--- config.mk ---
export PLATFORM = sky130hd
export DESIGN_NAME = scam_rr_relay
export DESIGN_NICKNAME = d
export VERILOG_FILES = /design/src/rtl/scam_rr_relay.sv
export SDC_FILE = /design/constraint.sdc
export NUM_CORES = 1
export LEC_CHECK = 0
export CAP_MARGIN = 10
export CORE_MARGIN = 2
export CORE_UTILIZATION = 47
export DETAILED_ROUTE_END_ITERATION = 12
export GPL_ROUTABILITY_DRIVEN = 1
export PLACE_DENSITY_LB_ADDON = 0.25
export SYNTH_ARGS = -nofsm -noshare
export SYNTH_HDL_FRONTEND = slang
export SYNTH_SLANG_ARGS = --single-unit
export TNS_END_PERCENT = 30
--- constraint.sdc ---
create_clock -name clk -period 4.6 [get_ports clk]
set_clock_uncertainty 0.05 [all_clocks]
set_input_delay 0.46 -clock clk [delete_from_list [all_inputs] [get_ports clk]]
set_output_delay 0.46 -clock clk [all_outputs]
set_load 0.005 [all_outputs]
--- src/rtl/scam_rr_relay.sv ---
// scam_rr_relay: polls N_CH blocking producer channels round-robin, queues the
// accepted words in a DEPTH-entry FIFO and forwards them on one output port.
// A running sum of accepted words is kept alongside, with a sticky carry flag.
module scam_rr_relay #(
   parameter int          WIDTH        = 32,
   parameter int          N_CH         = 2,
   parameter int          DEPTH        = 4,
   parameter int          OUT_BLOCKING = 1,
   parameter int unsigned INIT_VAR     = 1337
) (
   input  logic                    clk,
   input  logic                    rst,
   input  logic [N_CH*WIDTH-1:0]   ch_in,
   input  logic [N_CH-1:0]         ch_in_sync,
   output logic [N_CH-1:0]         ch_in_notify,
   output logic [WIDTH-1:0]        m_out,
   input  logic                    m_out_sync,
   output logic                    m_out_notify,
   output logic [WIDTH-1:0]        var_out,
   output logic                    sum_ovf
);

   localparam int AW = (DEPTH > 1) ? $clog2(DEPTH) : 1;
   localparam int CW = $clog2(DEPTH + 1);
   localparam int PW = (N_CH > 1) ? $clog2(N_CH) : 1;

   logic [PW-1:0]    ptr_q, ptr_d;
   logic [AW-1:0]    rd_q, rd_d, wr_q, wr_d;
   logic [CW-1:0]    cnt_q, cnt_d;
   logic [WIDTH-1:0] mem_q [DEPTH];
   logic [WIDTH-1:0] out_q, out_d;
   logic [WIDTH-1:0] var_q, var_d;
   logic             ovf_q, ovf_d;

   logic             full, empty, push, pop;
   logic [WIDTH-1:0] push_word;
   logic [WIDTH:0]   sum;

   assign full  = (cnt_q == CW'(DEPTH));
   assign empty = (cnt_q == '0);

   // Only the polled channel is offered, and only while there is room.
   for (genvar i = 0; i < N_CH; i++) begin : g_ch
      assign ch_in_notify[i] = (ptr_q == PW'(i)) && !full;
   end

   assign push = |(ch_in_notify & ch_in_sync);
   // Master mode drains every cycle; blocking mode waits for the consumer.
   assign pop  = !empty && ((OUT_BLOCKING == 0) || m_out_sync);

   // Data of the currently polled channel.
   always_comb begin
      push_word = '0;
      for (int i = 0; i < N_CH; i++)
         if (ptr_q == PW'(i)) push_word = ch_in[i*WIDTH +: WIDTH];
   end

   assign sum = {1'b0, var_q} + {1'b0, push_word};

   // Next state: pointer rotation, FIFO bookkeeping, running sum, output head.
   always_comb begin
      ptr_d = ptr_q;
      rd_d  = rd_q;
      wr_d  = wr_q;
      cnt_d = cnt_q;
      out_d = out_q;
      var_d = var_q;
      ovf_d = ovf_q;
      if (!full)
         ptr_d = (ptr_q == PW'(N_CH - 1)) ? '0 : ptr_q + PW'(1);
      if (push) begin
         wr_d  = wr_q + AW'(1);
         var_d = sum[WIDTH-1:0];
         if (sum[WIDTH]) ovf_d = 1'b1;
      end
      if (pop) rd_d = rd_q + AW'(1);
      case ({push, pop})
         2'b10:   cnt_d = cnt_q + CW'(1);
         2'b01:   cnt_d = cnt_q - CW'(1);
         default: cnt_d = cnt_q;
      endcase
      // Head is registered so it holds its last value once the FIFO empties.
      // If nothing older survives the pop, the head is the word pushed now.
      if (cnt_d != '0)
         out_d = (cnt_q == CW'(pop)) ? push_word : mem_q[rd_d];
   end

   // State registers with synchronous flush.
   always_ff @(posedge clk) begin
      if (rst) begin
         ptr_q <= '0;
         rd_q  <= '0;
         wr_q  <= '0;
         cnt_q <= '0;
         out_q <= '0;
         var_q <= WIDTH'(INIT_VAR);
         ovf_q <= 1'b0;
      end else begin
         ptr_q <= ptr_d;
         rd_q  <= rd_d;
         wr_q  <= wr_d;
         cnt_q <= cnt_d;
         out_q <= out_d;
         var_q <= var_d;
         ovf_q <= ovf_d;
      end
   end

   // FIFO storage; contents need no reset since the count gates visibility.
   always_ff @(posedge clk) begin
      if (!rst && push) mem_q[wr_q] <= push_word;
   end

   assign m_out        = out_q;
   assign m_out_notify = !empty;
   assign var_out      = var_q;
   assign sum_ovf      = ovf_q;

endmodule
### After elaboration in Yosys (flattened, before gate mapping)

Memories as Yosys holds them, arrays and structs flattened.
Index checks and enable logic that the tools add are counted.

| storage, ports and cells | value |
|---|---|
| memories | 1 |
| register bits | 73 |
| input port bits | 69 |
| bits in writable memories | 128 |

| cells by class | value |
|---|---|
| reductions and logical operators | 11 |
| add/sub/neg operators | 6 |
| equal/unequal tests | 4 |
| multiplexer cells | 7 |
| bitwise logic cells | 2 |

Memory list:

| name | words | bits a word | rd ports | clocked after memory_dff | write ports | line | text |
|---|---|---|---|---|---|---|---|
| mem_q | 4 | 32 | 1 | 0 | 1 | 30 | `logic [WIDTH-1:0] mem_q [DEPTH];` |

Operators with widths:

| cell | number |
|---|---|
| $mux W32 | 2 |
| $add A32 B32 Y33 | 1 |
| $pmux W3 S2 | 1 |
| $add A2 B1 Y2 const B | 2 |
| $logic_and A1 B1 Y1 | 4 |
| $add A3 B1 Y3 const B | 1 |
| $eq A3 B1 Y1 | 1 |
| $eq A3 B3 Y1 const B | 1 |
| $logic_not A1 Y1 | 3 |
| $logic_not A3 Y1 | 1 |
| $mux W1 | 3 |
| $reduce_bool A3 Y1 | 1 |
| $sub A3 B1 Y3 const B | 1 |
| $and A2 B2 Y2 | 1 |
| $eq A2 B1 Y1 const B | 1 |
| $eq A2 B2 Y1 const B | 1 |
| $mux W2 | 1 |
| $reduce_and A2 Y1 | 1 |
| $reduce_or A2 Y1 | 1 |
| $add A1 B1 Y1 const B | 1 |
| $not A1 Y1 | 1 |

### Longest topological paths before layout

Gate-level depths: netlist of the first run.

| depth | value |
|---|---|
| word-level depth | 8 |
| mapped depth | 15 |
| depth with buffers taken out | 12 |

### Worst setup path after synthesis of the first run

Ideal clock, no wire load.

| timing path | value |
|---|---|
| path kind | flip-flop to flip-flop |
| from | reg cnt_q[0] |
| to | reg out_q[21], in the netlist m_out[21] |
| data arrival time | 3,164 ps |
| data required time | 4,422 ps |
| setup slack | 1,259 ps |
| buffers on the path | 3 |
| stages on the path, launching flop included | 16 |
| cell sequence | dfxtp_1 -> clkbuf_1 -> nor3b_2 -> nor2_1 -> inv_2 -> clkbuf_1 -> ha_1 -> inv_1 -> fa_1 -> xnor2_1 -> xnor2_1 -> a32oi_1 -> clkbuf_1 -> o21ai_0 -> o22ai_1 -> nor2_1 |

| between the ends | value |
|---|---|
| word-level cells in the longest chain between the ends | 8 |
| elaborated cells between the ends (all ways) | 19 |
| classes of those cells | add/sub: 2; eq/ne: 4; mux: 3; bitwise: 1; reduce/logical: 8; memory: 1 |

RTL lines:

| element | line | text |
|---|---|---|
| start: declaration | 29 | `logic [CW-1:0] cnt_q, cnt_d;` |
| start signal: assignment | 102 | `cnt_q <= cnt_d;` |
| $eq A3 B3 Y1 | 39 | `assign full = (cnt_q == CW'(DEPTH));` |
| $logic_not A1 Y1 | -- |  |
| $logic_and A1 B1 Y1 | 44 | `assign ch_in_notify[i] = (ptr_q == PW'(i)) && !full;` |
| $and A2 B2 Y2 | 47 | `assign push = \|(ch_in_notify & ch_in_sync);` |
| $reduce_or A2 Y1 | 47 |  |
| $eq A2 B1 Y1 / $eq A2 B2 Y1 (equally long branches) | 77 | `case ({push, pop})` |
| $pmux W3 S2 | 77 |  |
| $reduce_bool A3 Y1 | 84 | `if (cnt_d != '0)` |
| end signal: assignment | 103 | `out_q <= out_d;` |
| end: declaration | 31 | `logic [WIDTH-1:0] out_q, out_d;` |

Several ways; a longest one is shown, not always the timed one.
A chain may end at the register's enable or synchronous reset.

### Final worst setup path of the first run

| timing path | value |
|---|---|
| from | reg ptr_q |
| to | reg ovf_q, in the netlist sum_ovf |

| between the ends | value |
|---|---|
| elaborated cells between the ends (all ways) | 8 |
| classes of those cells | add/sub: 1; mux: 1; bitwise: 2; reduce/logical: 4 |

RTL lines:

| element | line | text |
|---|---|---|
| start: declaration | 27 | `logic [PW-1:0] ptr_q, ptr_d;` |
| start signal: assignment | 99 | `ptr_q <= ptr_d;` |
| $mux W32 | 55 | `if (ptr_q == PW'(i)) push_word = ch_in[i*WIDTH +: WIDTH];` |
| net push_word[0] | 36 | `logic [WIDTH-1:0] push_word;` |
| $add A32 B32 Y33 | 58 | `assign sum = {1'b0, var_q} + {1'b0, push_word};` |
| $reduce_and A2 Y1 (no source line) | -- |  |
| end signal: assignment | 105 | `ovf_q <= ovf_d;` |
| end: declaration | 33 | `logic ovf_q, ovf_d;` |

The timed path passes the listed nets, and every way through them passes these cells.

==> impl_metrics.toml, run 1 <==
[critical_path]
r2r-start = "ptr_q"
cp.arrival_ns = 4.05
required_ns = 4.91
worstSetupPathType = "flip-flop to flip-flop"
crit_path_end_kind = "flip-flop"
crit_fanout = 14
r2r_cells = 11
rrSetupSlack_ns = 0.86
crit_path_start_kind = "flip-flop"
r2r-end = "sum_ovf"
critPathLaunch = "ptr_q"

[cells_and_area]
antennaDiodeCount = 0
area_growth_pct = 23.82
finalNetCount = 1116
finalCoreUtilization_pct = 58.84
final_layout_size_suffix_gt1_share_pct = 9.659
final_cell_count_no_fill = 1300

[timing]
post-route-period-util_pct = 81.39
clock.fmax_mhz = 267.1
setup_viol = 0
tns_ns = 0
max_slew.worst_pin.slew_ns = 0.9165
slew_viol_final = 0
grt_setup_unrepaired = "false"
holdWs_ns = 0.4340
max_slew_margin_pct = 38.68
min_period_ns = 3.744
hold_viol_final = 0
setup_ws_ns = 0.8561

[global_route]
grt_pass1_wl_um = 39520
met2_usage_pct = 39.68
grt_max_degree = 73
grt_overflow = 0
antenna_found_initial = 0
busiest_layer = "met2"
grt.met1_usage_pct = 30.30
grt_usage_pct = 22.82
grt_pass1_vias = 7339
grt_util_met3_pct = 2.813

[floorplan]
core.rowCount = 53
die_area_um2 = 22300
fp.dieH_um = 149.3
initial_core_util_pct = 47.52
ios = 137
die_x_um = 149.3
core-area_um2 = 20890

[power_and_ir_drop]
clock_power_share_pct = 21.0
ir_worst_vdd_uv = 391.7
p_per_area_nw_per_um2 = 696.2
p_int_mw = 5.263
netSwitchingFraction_pct = 38.49
power_frac_seq_pct = 30.8
combPwrFrac_pct = 48.2
p_sw_mw = 3.293
leakage_nw = 4.808

[status]
status = "finished, final reports clean"

[clocking]
post_cts_buffers = 0
numClockSinks = 201
clockBufferDepth = 3
postCtsHoldBufs = 0
htreeDepth = 1
cts_made_buffers = 23
cts.repair.resized = 0
clk_pin_slew_ns = 0.06
cts_tree = "yes"
clock-root-buffer = "clkbuf_16"
worst_skew_pair.late_latency_ns = 0.51

[drt]
wirelength_um = 25320
drtIter0Drc = 478
drcViolationCount = 0
wl_per_cell_um = 19.48
vias_per_cell = 5.749
postRouteAntennaNets = 0
vias = 7474
dr.pass1.iters = 5

[synthesis]
synth-edff-count = 128
synth_area_um2 = 9926
synth_most_common_cell = "edfxtp_1"
synthCells = 883
yosys.area.top_type = "edfxtp_1"
ys.flop_type = "edfxtp_1"
async_flop_share_pct = 0
yosys_warnings = 0
ys_ff_latch = 201
syn_nets = 991
seq_area_frac_synth_pct = 53.45
netlist_top_cells_count = "edfxtp_1, o21ai_0, dfxtp_1"
synth_cell_type_count = 66
synth_area_leaders = "edfxtp_1, dfxtp_1, mux2i_1, ha_1, o21ai_0"
synth_area_per_cell_um2 = 11.24
synth_top_area_share_pct = 38.72

[worst_hold_path]
holdPathEnd = "var_out[6]"
hp-class = "flip-flop to flip-flop"
hold_depth = 2
worst_hold_startpoint = "var_out[6]"

[placement]
post-place-ws_ns = 0.7940
dp_hpwl_um = 16980
dpl.cell_count = 1258
io_buffers = 136
place.gp.congestion = 0.8537

[run]
cap_violations = 0
==> worst max-delay path by stage <==
stage / to / slack [ns] / cells past startpoint
6_report: sum_ovf / 0.86 / 11
5_1_grt: m_out[5] / 0.60 / 13
4_1_cts: sum_ovf / 0.86 / 11
3_5_place_dp: m_out[1] / 0.79 / 14
3_3_place_gp: sum_ovf / 0.88 / 11
2_1_floorplan: m_out[21] / 1.26 / 15
==> cell type report <==
cell class / count / area [um^2]
fillers: 1771 / 8598
flip-flops and latches: 201 / 5305
repair buffers: 151 / 1519
clock inverters: 10 / 116.4
multi-input cells: 616 / 4320
inverters: 15 / 56.30
clock buffers: 32 / 629.4
well taps: 275 / 344.1
==> routing by layer <==
layer  vias up  share of wire [%]
met3        45                4.8
met4         0                2.3
met2       228                 49
met5         -                  0
met1      3630                 44
li1       3571                  -
==> state kept, by name, summed over array words and instances, names as in the netlist <==
signal / cells
cnt_q: 3
sum_ovf: 1
m_out: 32
rd_q: 2
ptr_q: 1
mem_q: 128
wr_q: 2
var_out: 32
==> worst max-delay path, cell delays in order (launching register included) <==
cell and delay [ns]:
dfxtp_1 0.59, buf_4 0.31, mux2_2 0.43, ha_1 0.23, fa_1 0.42, a21o_1 0.20
a221oi_2 0.39, or4_4 0.22, nand2_2 0.07, a41oi_2 0.34, o21a_1 0.25, o32ai_2 0.10
==> layout by cell type (no fill, tap or decap), types with 5 or more instances in the layout <==
| cell type | count |
|---|---|
| clkdlybuf4s50_1 | 135 |
| edfxtp_1 | 128 |
| o21ai_0 | 83 |
| dfxtp_1 | 73 |
| mux2i_1 | 66 |
| nor2_1 | 61 |
| nand2_1 | 57 |
| a21oi_1 | 50 |
| ha_1 | 37 |
| nand2b_1 | 33 |
| o22ai_1 | 33 |
| mux2_2 | 32 |
| clkbuf_16 | 23 |
| inv_1 | 14 |
| xor2_1 | 12 |
| nand4_1 | 12 |
| nor3_1 | 11 |
| xnor2_1 | 11 |
| buf_4 | 11 |
| a21o_1 | 9 |
| a31oi_1 | 9 |
| nand3_1 | 9 |
| clkbuf_1 | 7 |
| and2_1 | 6 |
| o21a_1 | 6 |
| a211o_1 | 6 |
| nand3b_1 | 5 |
==> power by group through the flow <==
stage               Combinational, mW  Clock [mW]  Sequential [mW]
floorplan                        2.80           0             2.59
global placement                 4.03           0             2.66
detailed placement               4.11           0             2.67
CTS                              4.13        1.82             2.64
global route                     4.58        1.88             2.67
finish                           4.13        1.79             2.63
==> kinds of logic (layout without fill, tap and decap cells) <==
logic type	count (synthesis)	count (layout)	synth area share [%]
AOI/OAI and AO/OA	236	236	14.70
xor gates and xnor gates	24	24	2.118
adders and majority gates	39	39	5.067
buffers and inverters	66	208	3.403
DFF	201	201	53.45
muxes	98	98	10.29
and+or+nand+nor	219	219	10.98
==> through the flow <==
| step | power, mW | cell area (um^2) |
|---|---|---|
| 2_1_floorplan | 5.397 | 9926 |
| 3_3_place_gp | 6.690 | 11540 |
| 3_5_place_dp | 6.776 | 11540 |
| 4_1_cts | 8.586 | 12290 |
| 5_1_grt | 9.141 | 12290 |
| 6_report | 8.556 | 12290 |
Power figures use the tool's default switching activity.
==> run 2, diff against run 1 <==
==> constraint.sdc (replaced) <==
create_clock -name clk -period 3.8 [get_ports clk]
set_clock_uncertainty 0.05 [all_clocks]
set_input_delay 0.38 -clock clk [delete_from_list [all_inputs] [get_ports clk]]
set_output_delay 0.38 -clock clk [all_outputs]
set_load 0.005 [all_outputs]
==> run 2 against run 1 <==
Flip-flop and latch count unchanged. Total power grew 20%. Register-to-register slack got worse by 0.53 ns. Critical endpoint unchanged.
==> impl_metrics.toml, run 2 (synthesized netlist as in run 1, its figures left out) <==
[status]
status = "finished, final reports clean"

[timing]
min_period_ns = 3.473
grt_setup_unrepaired = "false"
max_slew_margin_pct = 50.80
clock.fmax_mhz = 288.0
holdWs_ns = 0.3201
setup_viol = 0
tns_ns = 0
max_slew.worst_pin.slew_ns = 0.7353
hold_viol_final = 0
slew_viol_final = 0
post-route-period-util_pct = 91.38

[cells_and_area]
multiInputGateArea_um2 = 4320
finalNetCount = 1121
fill_cells = 1728
antennaDiodeCount = 0
final_layout_size_suffix_gt1_share_pct = 10.11
layout_common_cells = "clkdlybuf4s50_1, edfxtp_1, o21ai_0, dfxtp_1, mux2i_1"
finalCoreUtilization_pct = 58.77
largest-register = "mem_q"
largest_register_ffs = 128
layout_commonest_cell = "clkdlybuf4s50_1"
area_growth_pct = 23.67
ff_latch_area_um2 = 5305

[critical_path]
crit_path_start_kind = "flip-flop"
worstSetupPathType = "flip-flop to flip-flop"
crit_path_end_kind = "flip-flop"
cp.arrival_ns = 3.83
crit_fanout = 9
r2r_cells = 10
required_ns = 4.16
rrSetupSlack_ns = 0.33
r2r-end = "sum_ovf"
r2r-start = "ptr_q"

[placement]
dp_hpwl_um = 16900
place.gp.congestion = 0.9183
io_buffers = 136

[drt]
wl_per_cell_um = 19.28
wirelength_um = 25140
vias_per_cell = 5.708
drtIter0Drc = 481
drcViolationCount = 0
vias = 7443
dr.pass1.iters = 5
postRouteAntennaNets = 0

[power_and_ir_drop]
p_per_area_nw_per_um2 = 839.8
p_sw_mw = 3.964
clock_power_share_pct = 19.8
p_int_mw = 6.345
leakage_nw = 4.817
combPwrFrac_pct = 49.4
netSwitchingFraction_pct = 38.45
power_frac_seq_pct = 30.8
ir_worst_vdd_uv = 452.7

[floorplan]
core.rowCount = 53
die_area_um2 = 22300
core-area_um2 = 20890
fp.dieH_um = 149.3
initial_core_util_pct = 47.52
ios = 137
die_x_um = 149.3

[run]
cap_violations = 0

[worst_hold_path]
worst_hold_startpoint = "rst"
hold_depth = 2
holdPathEnd = "m_out[27]"
hp-class = "input port to flip-flop"

[global_route]
grt_overflow = 0
grt_pass1_wl_um = 39120
grt_usage_pct = 22.46
grt_pass1_vias = 7265
grt_max_degree = 65
antenna_found_initial = 1

[clocking]
cts_tree = "yes"
clockBufferDepth = 3
worst_skew_pair.late_latency_ns = 0.51
post_cts_buffers = 0
cts.repair.resized = 0
numClockSinks = 201
htreeDepth = 1
postCtsHoldBufs = 0
cts_made_buffers = 22
clk_pin_slew_ns = 0.06
clock-root-buffer = "clkbuf_16"
run 2: cell types whose count changed in the layout (fill, tap and decap cells not counted), sizes merged:
cell / change
clkbuf: -1
buf: +6
bufinv: -1
inv: -2
clkinv: +2
run 2: final cells by class:
type / instances / share of cell area [%]
Clock buffer: 31 / 5.005
Clock inverter: 9 / 0.6829
Inverter: 15 / 0.4587
Multi-Input combinational cell: 616 / 35.20
Sequential cell: 201 / 43.22
Tap cell: 275 / 2.803
Timing Repair Buffer: 157 / 12.64
run 2: metrics by stage:
step	setup WS [ns]	power, mW	area, um^2	std cells
3_5_place_dp	0.3193	8.282	11580	1264
3_3_place_gp	0.3515	8.207	11580	1264
2_1_floorplan	0.4588	6.533	9926	883
6_report	0.3274	10.31	12280	1304
5_1_grt	0.1217	11.02	12280	1304
4_1_cts	0.3700	10.35	12280	1304
run 2: worst max-delay path: stages (launching register included):
cell      delay, ns
dfxtp_1        0.58
buf_4          0.26
mux2_2         0.42
ha_1           0.39
and3_1         0.21
a221oi_2       0.09
or4_4          0.51
nand2_2        0.12
a41oi_2        0.22
o21a_1         0.28
o32ai_2        0.26
run 2: layer usage:
metal  wire, um  vias up  track usage, %  part of all wire, %
met5          0        -               0                    0
met4        347        0           4.381                  1.4
met3       1319       24           3.028                  5.2
met2      12390      215           38.36                   49
met1      11080     3640           30.87                   44
li1           -     3564               -                    -
run 2: how the worst max path moves through the flow:
stage,to,start,slack (ns)
2_1_floorplan,m_out[21],cnt_q[0],0.46
3_3_place_gp,sum_ovf,ch_in[32],0.35
3_5_place_dp,sum_ovf,ch_in[0],0.32
4_1_cts,sum_ovf,ptr_q,0.37
5_1_grt,m_out[19],ptr_q,0.12
6_report,sum_ovf,ptr_q,0.33
run 2: power by group through the flow:
stage,clock [mW],combinational (mW),sequential (mW)
finish,2.04,5.10,3.18
global route,2.16,5.64,3.23
CTS,2.07,5.10,3.18
detailed placement,0,5.06,3.22
global placement,0,4.99,3.21
floorplan,0,3.39,3.14
==> patch (settings of run 1) <==
Change the parameter `N_CH` from 2 to 1.
--- a/src/rtl/scam_rr_relay.sv
+++ b/src/rtl/scam_rr_relay.sv
@@ -5,3 +5,3 @@
    parameter int          WIDTH        = 32,
-   parameter int          N_CH         = 2,
+   parameter int          N_CH         = 1,
    parameter int          DEPTH        = 4,
Interface: changed (resized ch_in, ch_in_notify and ch_in_sync); port bits go from 137 to 103. The function was not compared with the original's and may differ.
==> patch against run 1 <==
  * Sequential cell count decreased by 1
  * Setup slack improved by 0.31 ns
  * Largest cell class unchanged
  * Hold slack improved by 0.0029 ns
  * Critical path type unchanged
  * Critical path depth increased by 2
  * Design area decreased by 8.1%
  * Highest routed layer unchanged
  * Synthesized area decreased by 5.7%
  * Wire length decreased by 14%
  * Sequential power decreased by 9.9%
  * Total power decreased by 23%
==> patch: results (changes against run 1) <==
CTSLONGESTPATHBUFFERS=2  # -1
CLK_LATENCY_NS=0.44  # -0.07 ns
RUN_STATUS='finished clean'
MET2ROUTEDLENGTH_MICRONS=10900  # -12%
DISTINCT_CELL_TYPE_COUNT_OF_THE_SYNTHESIZED_NETLIST=60  # -9.1%
GRT_PASS1_VIAS=6648  # -9.4%
FIN_NETS=919  # -18%
SYNTHESIZED_NETS=815  # -18%
DPL_CELL_AREA_SQ_MM=0.0107  # -7.1%
CLKSLEWWORSTSETUPHOLDPATHS_NS=0.08  # +0.02 ns
ROUTED_WIRELENGTH_MICRONS=21900  # -14%
FRACTION_OF_LAYOUT_CELLS_WITH_A_SIZE_SUFFIX_ABOVE_1_PCT=11.2  # +1.5 points
WORST-PATH-MAX-FANOUT=48  # +34
MET3_LENGTH_MICRONS=849  # -31%
GRT_PASS1_WL_MICRONS=35300  # -11%
WORSTREGTOREGCELLS=13  # +2
DRT-INITIAL-DRC-COUNT=382  # -20%
CTS_INSERTED_BUFFERS=17  # -26%
P_LEAK_nW=4.23  # -12%
SYNTH.CELLS.MOST_FREQUENT='sky130_fd_sc_hd__edfxtp_1 (128), sky130_fd_sc_hd__dfxtp_1 (72), sky130_fd_sc_hd__nor2_1 (66), sky130_fd_sc_hd__nand2_1 (51), sky130_fd_sc_hd__a21oi_1 (48)'
SYNTH_SEQUENTIAL_AREA_RATIO_PCT=56.5  # +3.0 points
WORST_EP_ARRIVAL_TIME_NS=3.72  # -0.33 ns
SYNTH.AREA.TOP_CELLS='sky130_fd_sc_hd__edfxtp_1 (41%), sky130_fd_sc_hd__dfxtp_1 (15%), sky130_fd_sc_hd__mux4_2 (7.7%), sky130_fd_sc_hd__ha_1 (4.9%), sky130_fd_sc_hd__mux2i_1 (3.4%)'
MAX-SLEW-MARGIN-REL_PCT=42.2  # +3.5 points
NUMPORTBUFFERS=102  # -25%
VIASPERCELL=5.75  # about the same
COMBINED_GLOBAL_ROUTE_UTILIZATION_OF_ALL_METAL_LAYERS_PCT=21.3  # -1.5 points
[patch: worst max-delay path, cell delays in order (launching register included)]
cell and delay, ns:
sky130_fd_sc_hd__dfxtp_1 0.52, sky130_fd_sc_hd__nand3_1 0.15, sky130_fd_sc_hd__and2_1 0.20, sky130_fd_sc_hd__inv_2 0.06
sky130_fd_sc_hd__ha_1 0.18, sky130_fd_sc_hd__inv_1 0.07, sky130_fd_sc_hd__fa_1 0.37, sky130_fd_sc_hd__xor2_1 0.23
sky130_fd_sc_hd__xnor2_1 0.15, sky130_fd_sc_hd__nor3_1 0.10, sky130_fd_sc_hd__a21oi_4 0.37, sky130_fd_sc_hd__buf_4 0.54
sky130_fd_sc_hd__nor2_1 0.08, sky130_fd_sc_hd__a211oi_1 0.25
[patch: worst paths after layout]
path / startpoint / endpoint / slack, ns
setup / recovery: cnt_q[2] / m_out[3] / 1.17
hold / removal: var_out[11] / var_out[11] / 0.44
setup reg to reg: cnt_q[2] / m_out[3] / 1.17
hold reg to reg: var_out[11] / var_out[11] / 0.44
[patch: cells by family after synthesis]
logic type | after synthesis | share of synthesized area [%]
buffers and inverters | 50 | 2.21
flip-flops | 200 | 56.5
multiplexers | 64 | 11.1
AO/OA/AOI/OAI | 174 | 12.4
adder cells (fa/ha/maj) | 39 | 5.37
XOR/XNOR | 28 | 2.90
AND/OR/NAND/NOR | 185 | 9.53
[patch: layout make-up]
type                       count  area, sq um
clock buffer                  19          443
clock inverter                13          133
timing repair buffer         119         1140
sequential                   200         5290
tap                          265          332
fill                        1624         8230
multi-input combinational    490         3910
inverter                      16         60.1
[patch: layer usage]
metal,vias up,GRT usage (%)
met3,31,3.05
met2,179,36.9
met4,0,7.65
li1,3040,-
met1,3197,27.4
met5,-,0
[patch: report_power, final]
part / leakage, nW / internal, mW / switching (mW)
combinational: 2.18 / 1.35 / 1.41
sequential: 1.76 / 2.19 / 0.189
clock: 0.285 / 0.737 / 0.717
total: 4.23 / 4.27 / 2.32
[patch: per-stage QoR]
step | hold slack (ns) | worst slack (ns) | power [mW] | instances
floorplan | 0.414 | 0.933 | 4.25 | 740
global placement | 0.414 | 1.01 | 5.10 | 1090
detailed placement | 0.425 | 0.813 | 5.18 | 1090
CTS | 0.436 | 1.13 | 6.64 | 1122
global route | 0.458 | 0.748 | 6.98 | 1122
finish | 0.437 | 1.17 | 6.59 | 1122
